$ cat src/rtl/muldiv_unit.sv
// muldiv_unit: iterative RV32M multiply/divide unit, radix-2, one bit per cycle.
// Fixed latency: accept edge k, RUN for 32 cycles, DONE for one cycle, IDLE at k+33.
// Build option MULDIV_DIVIDE_EN: when defined, DIV/DIVU/REM/REMU are implemented.
// When undefined, the divider is removed and a divide request pulses o_illegal instead.
module muldiv_unit #(
  parameter int unsigned Width   = 32,
  parameter int unsigned RegBits = 5
) (
  input  logic               i_clk,
  input  logic               i_res,
  input  logic               i_start,
  input  logic [2:0]         i_funct3,
  input  logic [Width-1:0]   i_rs1_val,
  input  logic [Width-1:0]   i_rs2_val,
  input  logic [RegBits-1:0] i_rd,
  output logic               o_busy,
  output logic [Width-1:0]   o_write,
  output logic [RegBits-1:0] o_write_reg,
  output logic               o_write_enable,
  output logic               o_illegal
);
  localparam int unsigned     CntW    = $clog2(Width);
  localparam logic [CntW-1:0] CntLast = CntW'(Width - 1);

  typedef enum logic [1:0] {StIdle, StRun, StDone} state_e;

  state_e               r_state;
  logic [CntW-1:0]      r_cnt;
  logic [2:0]           r_op;
  logic [RegBits-1:0]   r_rd;
  logic [Width-1:0]     r_rs1;
  logic [Width-1:0]     r_rs2;
  logic                 r_b_neg;
  logic [2*Width-1:0]   r_acc;
  logic [2*Width-1:0]   r_mcand;
  logic [Width-1:0]     r_mplier;
  logic                 r_busy;
  logic [Width-1:0]     r_write;
  logic [RegBits-1:0]   r_write_reg;
  logic                 r_we;

  logic                 w_accept;
  logic                 w_a_signed;
  logic [2*Width-1:0]   w_acc_nx;
  logic [2*Width-1:0]   w_prod;
  logic [Width-1:0]     w_mul_res;
  logic [Width-1:0]     w_result;

  assign w_accept   = (r_state == StIdle) && i_start;
  // Only MULHU treats rs1 as unsigned; MUL's low word is sign-independent.
  assign w_a_signed = (i_funct3[1:0] != 2'b11);

  // Multiplier step; rs2 is consumed as unsigned, its sign weight corrected at the end
  always_comb begin
    w_acc_nx  = r_mplier[0] ? (r_acc + r_mcand) : r_acc;
    w_prod    = w_acc_nx - (r_b_neg ? {r_rs1, {Width{1'b0}}} : '0);
    w_mul_res = (r_op[1:0] == 2'b00) ? w_prod[Width-1:0] : w_prod[2*Width-1:Width];
  end

`ifdef MULDIV_DIVIDE_EN
  logic [Width-1:0] r_rem;
  logic [Width-1:0] r_quo;
  logic [Width-1:0] r_dvsr;
  logic [Width:0]   w_shift;
  logic [Width:0]   w_sub;
  logic             w_fits;
  logic [Width-1:0] w_rem_nx;
  logic [Width-1:0] w_quo_nx;
  logic             w_neg_q;
  logic             w_neg_r;
  logic [Width-1:0] w_div_q;
  logic [Width-1:0] w_div_r;
  logic [Width-1:0] w_mag1;
  logic [Width-1:0] w_mag2;

  assign w_mag1 = (!i_funct3[0] && i_rs1_val[Width-1]) ? -i_rs1_val : i_rs1_val;
  assign w_mag2 = (!i_funct3[0] && i_rs2_val[Width-1]) ? -i_rs2_val : i_rs2_val;

  // Restoring divider step on magnitudes, then sign fix-up and divide-by-zero override
  always_comb begin
    w_shift  = {r_rem, r_quo[Width-1]};
    w_sub    = w_shift - {1'b0, r_dvsr};
    w_fits   = !w_sub[Width];
    w_rem_nx = w_fits ? w_sub[Width-1:0] : w_shift[Width-1:0];
    w_quo_nx = {r_quo[Width-2:0], w_fits};
    w_neg_q  = !r_op[0] && (r_rs1[Width-1] ^ r_rs2[Width-1]);
    w_neg_r  = !r_op[0] && r_rs1[Width-1];
    if (r_rs2 == '0) begin
      w_div_q = '1;
      w_div_r = r_rs1;
    end else begin
      w_div_q = w_neg_q ? -w_quo_nx : w_quo_nx;
      w_div_r = w_neg_r ? -w_rem_nx : w_rem_nx;
    end
    w_result = r_op[2] ? (r_op[1] ? w_div_r : w_div_q) : w_mul_res;
  end

  assign o_illegal = 1'b0;
`else
  logic r_illegal;

  assign w_result  = w_mul_res;
  assign o_illegal = r_illegal;
`endif

  // Control FSM with registered outputs and the shared iteration datapath
  always_ff @(posedge i_clk) begin
    if (!i_res) begin
      r_state     <= StIdle;
      r_cnt       <= '0;
      r_op        <= '0;
      r_rd        <= '0;
      r_rs1       <= '0;
      r_rs2       <= '0;
      r_b_neg     <= 1'b0;
      r_acc       <= '0;
      r_mcand     <= '0;
      r_mplier    <= '0;
      r_busy      <= 1'b0;
      r_write     <= '0;
      r_write_reg <= '0;
      r_we        <= 1'b0;
`ifdef MULDIV_DIVIDE_EN
      r_rem       <= '0;
      r_quo       <= '0;
      r_dvsr      <= '0;
`else
      r_illegal   <= 1'b0;
`endif
    end else begin
      r_we <= 1'b0;
`ifndef MULDIV_DIVIDE_EN
      r_illegal <= 1'b0;
`endif
      case (r_state)
        StIdle: begin
`ifndef MULDIV_DIVIDE_EN
          if (w_accept && i_funct3[2]) begin
            r_illegal <= 1'b1;
          end else
`endif
          if (w_accept) begin
            r_state  <= StRun;
            r_busy   <= 1'b1;
            r_cnt    <= '0;
            r_op     <= i_funct3;
            r_rd     <= i_rd;
            r_rs1    <= i_rs1_val;
            r_rs2    <= i_rs2_val;
            r_b_neg  <= (i_funct3[1:0] == 2'b01) && i_rs2_val[Width-1];
            r_acc    <= '0;
            r_mcand  <= {{Width{w_a_signed & i_rs1_val[Width-1]}}, i_rs1_val};
            r_mplier <= i_rs2_val;
`ifdef MULDIV_DIVIDE_EN
            r_rem    <= '0;
            r_quo    <= w_mag1;
            r_dvsr   <= w_mag2;
`endif
          end
        end
        StRun: begin
          r_acc    <= w_acc_nx;
          r_mcand  <= r_mcand << 1;
          r_mplier <= r_mplier >> 1;
`ifdef MULDIV_DIVIDE_EN
          r_rem    <= w_rem_nx;
          r_quo    <= w_quo_nx;
`endif
          r_cnt    <= r_cnt + 1'b1;
          if (r_cnt == CntLast) begin
            r_state     <= StDone;
            r_write     <= w_result;
            r_write_reg <= r_rd;
            r_we        <= (r_rd != '0);
          end
        end
        StDone: begin
          r_state <= StIdle;
          r_busy  <= 1'b0;
        end
        default: r_state <= StIdle;
      endcase
    end
  end

  assign o_busy         = r_busy;
  assign o_write        = r_write;
  assign o_write_reg    = r_write_reg;
  assign o_write_enable = r_we;

endmodule
$ cat config.mk
export PLATFORM = sky130hd
export DESIGN_NAME = muldiv_unit
export DESIGN_NICKNAME = d
export VERILOG_FILES = /design/src/rtl/muldiv_unit.sv
export SDC_FILE = /design/constraint.sdc
export NUM_CORES = 1
export LEC_CHECK = 0
export CAP_MARGIN = 10
export CORE_UTILIZATION = 54
export DETAILED_ROUTE_END_ITERATION = 8
export PLACE_DENSITY = 0.77
export SETUP_SLACK_MARGIN = 0.4
export SYNTH_ARGS = -nofsm -noshare
export SYNTH_HDL_FRONTEND = slang
export SYNTH_SLANG_ARGS = --single-unit
$ cat constraint.sdc
create_clock -name i_clk -period 5.4 [get_ports i_clk]
set_input_delay 1.35 -clock i_clk [delete_from_list [all_inputs] [get_ports i_clk]]
set_output_delay 1.35 -clock i_clk [all_outputs]
set_load 0.005 [all_outputs]
==> reports/results.md, run 1 <==
| Parameter | This run | Unit |
|---|---|---|
| Maximum number of pins on one net before global-route repair | 223 | - |
| Number of nets at the end of the flow | 2220 | - |
| Post-Place Worst Slack | -134 | ps |
| Number of standard-cell rows in the floorplan | 61 | - |
| Proportion of total power due to net switching | 26.6 | % |
| Max frequency | 192 | MHz |
| Final antenna diode count | 0 | - |
| Share of power burned in registers | 41.9 | % |
| Number of cell instances on the worst register-to-register path | 25 | - |
| Core region area | 28000 | um^2 |
| Post-synth EDFFs | 0 | - |
| Critical Path End Type | register | - |
| DR vias | 15.5k | - |
| Layout cell share with drive strength beyond 1 | 18.5 | % |
| Last weighted congestion value of the routability-driven placer | 1.00 | - |
| Footprint of the multi-input gates | 10600 | um^2 |
| Top_reg_cell synth | dfxtp_1 | - |
| Required arrival time at the worst endpoint | 5850 | ps |
| Fraction of power consumed by combinational cells | 14.4 | % |
| Sequential fraction of the synthesis area | 31.8 | % |
| Aggregate routed wire length | 51500 | um |
| Net switching power figure | 0.00122 | W |
| Critical path startpoint category | register | - |
| Unrepaired setup endpoints after global routing | yes | - |
| Clock latency reported for the late side of the worst-skew pair | 570 | ps |
| Via count of the first global-routing pass | 14.7k | - |
| Critical path's most frequent cell | a21o_1 | - |
| Number of hold violations in the final report | 0 | - |
| TritonCTS clock tree | done | - |
| Worst Hold Depth | 2 | - |
| Clock network fraction of design power | 43.7 | % |
| Number of synthesized register bits | 247 | - |
| Post-synthesis cell type count | 84 | - |
| Leakage | 7.89 | nW |
| Max Slew Vio Count | 0 | - |
| Dominant cells by area after synthesis | dfxtp_1, ha_1, nand2_1, a21oi_1, a21boi_0 | - |
| Global-route wire length before repair | 79100 | um |
| DR pass1 iterations | 9 | - |
| Clock edge transition at the registers on the reported setup and hold paths | 60 | ps |
| Detail-routed via count per cell | 6.34 | - |
| Port buffer count | 114 | - |
| Total routing usage reported by global routing | 34.1 | % |
| CTS HTree Levels | 1 | - |
| Syn_nets | 2054 | - |
| Share of flip-flops with an asynchronous set or reset | 0 | % |
| Max IR drop VDD | 0.000274 | V |
| Number of buffers added by the clock tree synthesis step | 28 | - |
| Status | completed | - |
| Post-placement cell area | 17700 | um^2 |
| Summed area of non-filler cells in the final layout | 19600 | um^2 |
| Sink Count | 247 | - |
| Final critical-path required period | 5220 | ps |
| Count of mapped cells out of synthesis | 1881 | - |
| Destination of the worst register-to-register timing path | o_write[18] | - |
| Number of top-level design ports | 115 | - |
| Worst hold slack | 467 | ps |
| CP Max Fanout | 3 | - |
| Detailed router's first-iteration violation count | 1499 | - |
| Maximum clock path buffer count | 3 | - |
| Worst slew pin tran | 1260 | ps |
| Antenna violations before repair | 0 | - |
| Fraction of synthesized cell area taken by the top area cell type | 31.8 | % |
| Largest stage delay on the critical path | 370 | ps |
| R2R Setup Slk | 180 | ps |
| Half-perimeter wire length after detailed placement | 35700 | um |
| HP Class | register to register | - |
| DIE WIDTH | 172 | um |
| Post-detailed-route wirelength per cell | 21.0 | um |
| Number of setup violations in the final report | 0 | - |
| Total grt overflow | 0 | - |
| Hold Path End | o_write_reg[3] | - |
| Avg Synthesized Cell Area | 8.26 | um^2 |
| Die extent in y | 172 | um |
| Tightest slew margin relative to the limit | 15.7 | % |
| Area overhead of the layout relative to synthesis | 26.1 | % |
| Area used by sequential logic in the layout | 4970 | um^2 |
| Area leader, netlist | dfxtp_1 | - |
| Final Skew | 19.8 | ps |
| Worst setup path class | register to register | - |
| Startpoint of the lowest-slack hold path | o_write_reg[3] | - |
| Count of nets left with antenna violations after detail routing | 0 | - |
| Power density of the placed cells | 234 | nW/um^2 |
| Internal Power | 0.00337 | W |
| Die outline area | 29400 | um^2 |
| Reg-to-reg critical path startpoint | r_acc[14] | - |
| Fillers | 2266 | - |
| Yosys synthesis warning count | 0 | - |
| Number of maximum-capacitance violations | 0 | - |
| Final critical-path setup slack | 183 | ps |
| Initial core utilization | 55.5 | % |
| Endpoint arrival time on the critical path | 5670 | ps |
| Crit-path slowest cell | a311o_1 | - |
| CTS Hold Bufs | 0 | - |
| Total standard cell area after synthesis | 15500 | um^2 |
| Final worst path period share | 96.6 | % |
| Master cell of the clock root buffer | clkbuf_16 | - |
| Post-route DRC | 0 | - |
## how the worst max path moves through the flow
stage | start | endpoint | slack (ps) | depth (start not counted)
3_5_place_dp | r_acc[8] | o_write[24] | -130 | 26
4_1_cts | r_mcand[0] | o_write[18] | 280 | 26
3_3_place_gp | r_acc[8] | o_write[24] | -80 | 26
6_report | r_acc[14] | o_write[18] | 180 | 25
5_1_grt | r_mcand[7] | o_write[18] | 100 | 24
2_1_floorplan | r_acc[0] | o_write[19] | 430 | 22
## cell type report
cell class | count | share of cell area (%)
clock buffers | 39 | 4.15
clock inverters | 13 | 0.837
inverters | 27 | 0.518
multi-input cells | 1468 | 54.3
flip-flops and latches | 247 | 25.4
well taps | 378 | 2.42
repair buffers | 275 | 12.4
## power groups by stage
stage / registers, W / logic [W] / clock network, W
after global routing: 0.00193 / 0.000705 / 0.00209
final: 0.00192 / 0.000659 / 0.00201
after detailed placement: 0.00196 / 0.000589 / 0
after global placement: 0.00196 / 0.000580 / 0
after CTS: 0.00192 / 0.000627 / 0.00202
after floorplan: 0.00194 / 0.000365 / 0
## critical path: cells and delay by family (launching register included)
family                   cells  cell delay (ps)
AO/OA/AOI/OAI               11             2250
adder cells (fa/ha/maj)      3              920
AND/OR/NAND/NOR              4              480
buffers and inverters        4              460
XOR/XNOR                     2              340
flip-flops                   1              330
multiplexers                 1              300
## kinds of logic (layout without fill, tap and decap cells)
| family | count (synthesis) | after routing | share of synthesized area [%] |
|---|---|---|---|
| AO/OA/AOI/OAI | 667 | 667 | 30.3 |
| XOR/XNOR | 76 | 76 | 4.29 |
| adder cells (fa/ha/maj) | 98 | 98 | 7.99 |
| buffers and inverters | 166 | 354 | 4.14 |
| flip-flops | 247 | 247 | 31.8 |
| multiplexers | 52 | 52 | 3.63 |
| AND/OR/NAND/NOR | 575 | 575 | 17.8 |
## per-stage QoR
step | utilization (%) | setup TNS [ps] | cells | power [W]
after floorplan | - | 0 | 1881 | 0.00230
after global placement | 63.2 | -300 | 2371 | 0.00254
after detailed placement | 63.2 | -628 | 2371 | 0.00255
after CTS | 68.9 | 0 | 2438 | 0.00457
after global routing | 69.9 | 0 | 2447 | 0.00472
final | 69.9 | 0 | 2447 | 0.00459
## Yosys cell counts, types with 4 or more instances
cell,n
a211oi_1,11
a21boi_0,83
a21o_1,57
a21oi_1,135
a222oi_1,62
a22o_1,17
a22oi_1,54
a31oi_1,13
and2_1,30
and3_1,13
buf_1,7
buf_2,4
clkbuf_1,125
dfxtp_1,247
ha_1,96
inv_1,27
mux2_2,31
mux2i_1,20
nand2_1,250
nand2b_1,9
nand3_1,18
nand4_1,34
nor2_1,75
nor2b_1,92
nor3_1,24
o211a_1,13
o211ai_1,17
o21a_1,11
o21ai_0,98
o21ai_1,15
o21bai_1,19
o22ai_1,5
o31ai_1,9
or2_2,5
or3_1,6
or4_1,5
xnor2_1,37
xor2_1,39
## what timing repair did
action / in CTS / in global routing
setup endpoints to repair: 23 / 25
buffers inserted: 15 / 9
resized for setup: 100 / 56
pin swaps: 49 / 24
## layout by cell type (no fill, tap or decap), drive strengths merged, types with 14 or more instances in the layout
cell type      instances
a21boi                85
nor2                  75
buf                  162
xor2                  39
a21o                  57
mux2i                 20
o211ai                17
o21bai                19
inv                   27
clkbuf                39
a222oi                62
xnor2                 37
a21oi                136
nor3                  25
dfxtp                247
o21ai                115
a211oi                14
nor2b                 92
clkdlybuf4s50        113
a22oi                 54
nand2                250
and2                  30
a22o                  17
mux2                  32
ha                    96
nand3                 18
nand4                 34
## routing by layer
| metal | part of all wire (%) | GRT usage (%) | vias up |
|---|---|---|---|
| met4 | 3.1 | 11.1 | 0 |
| li1 | - | - | 7301 |
| met3 | 7.1 | 4.67 | 119 |
| met5 | 0 | 0 | - |
| met1 | 43 | 44.9 | 7498 |
| met2 | 47 | 57.3 | 600 |
(Power assumes the default switching activity.)
==> run 2: changes to the inputs <==
- SKIP_LAST_GASP: default -> 1
==> results of run 2 <==
Final layout, timing and power as in run 1 (identical DEF).
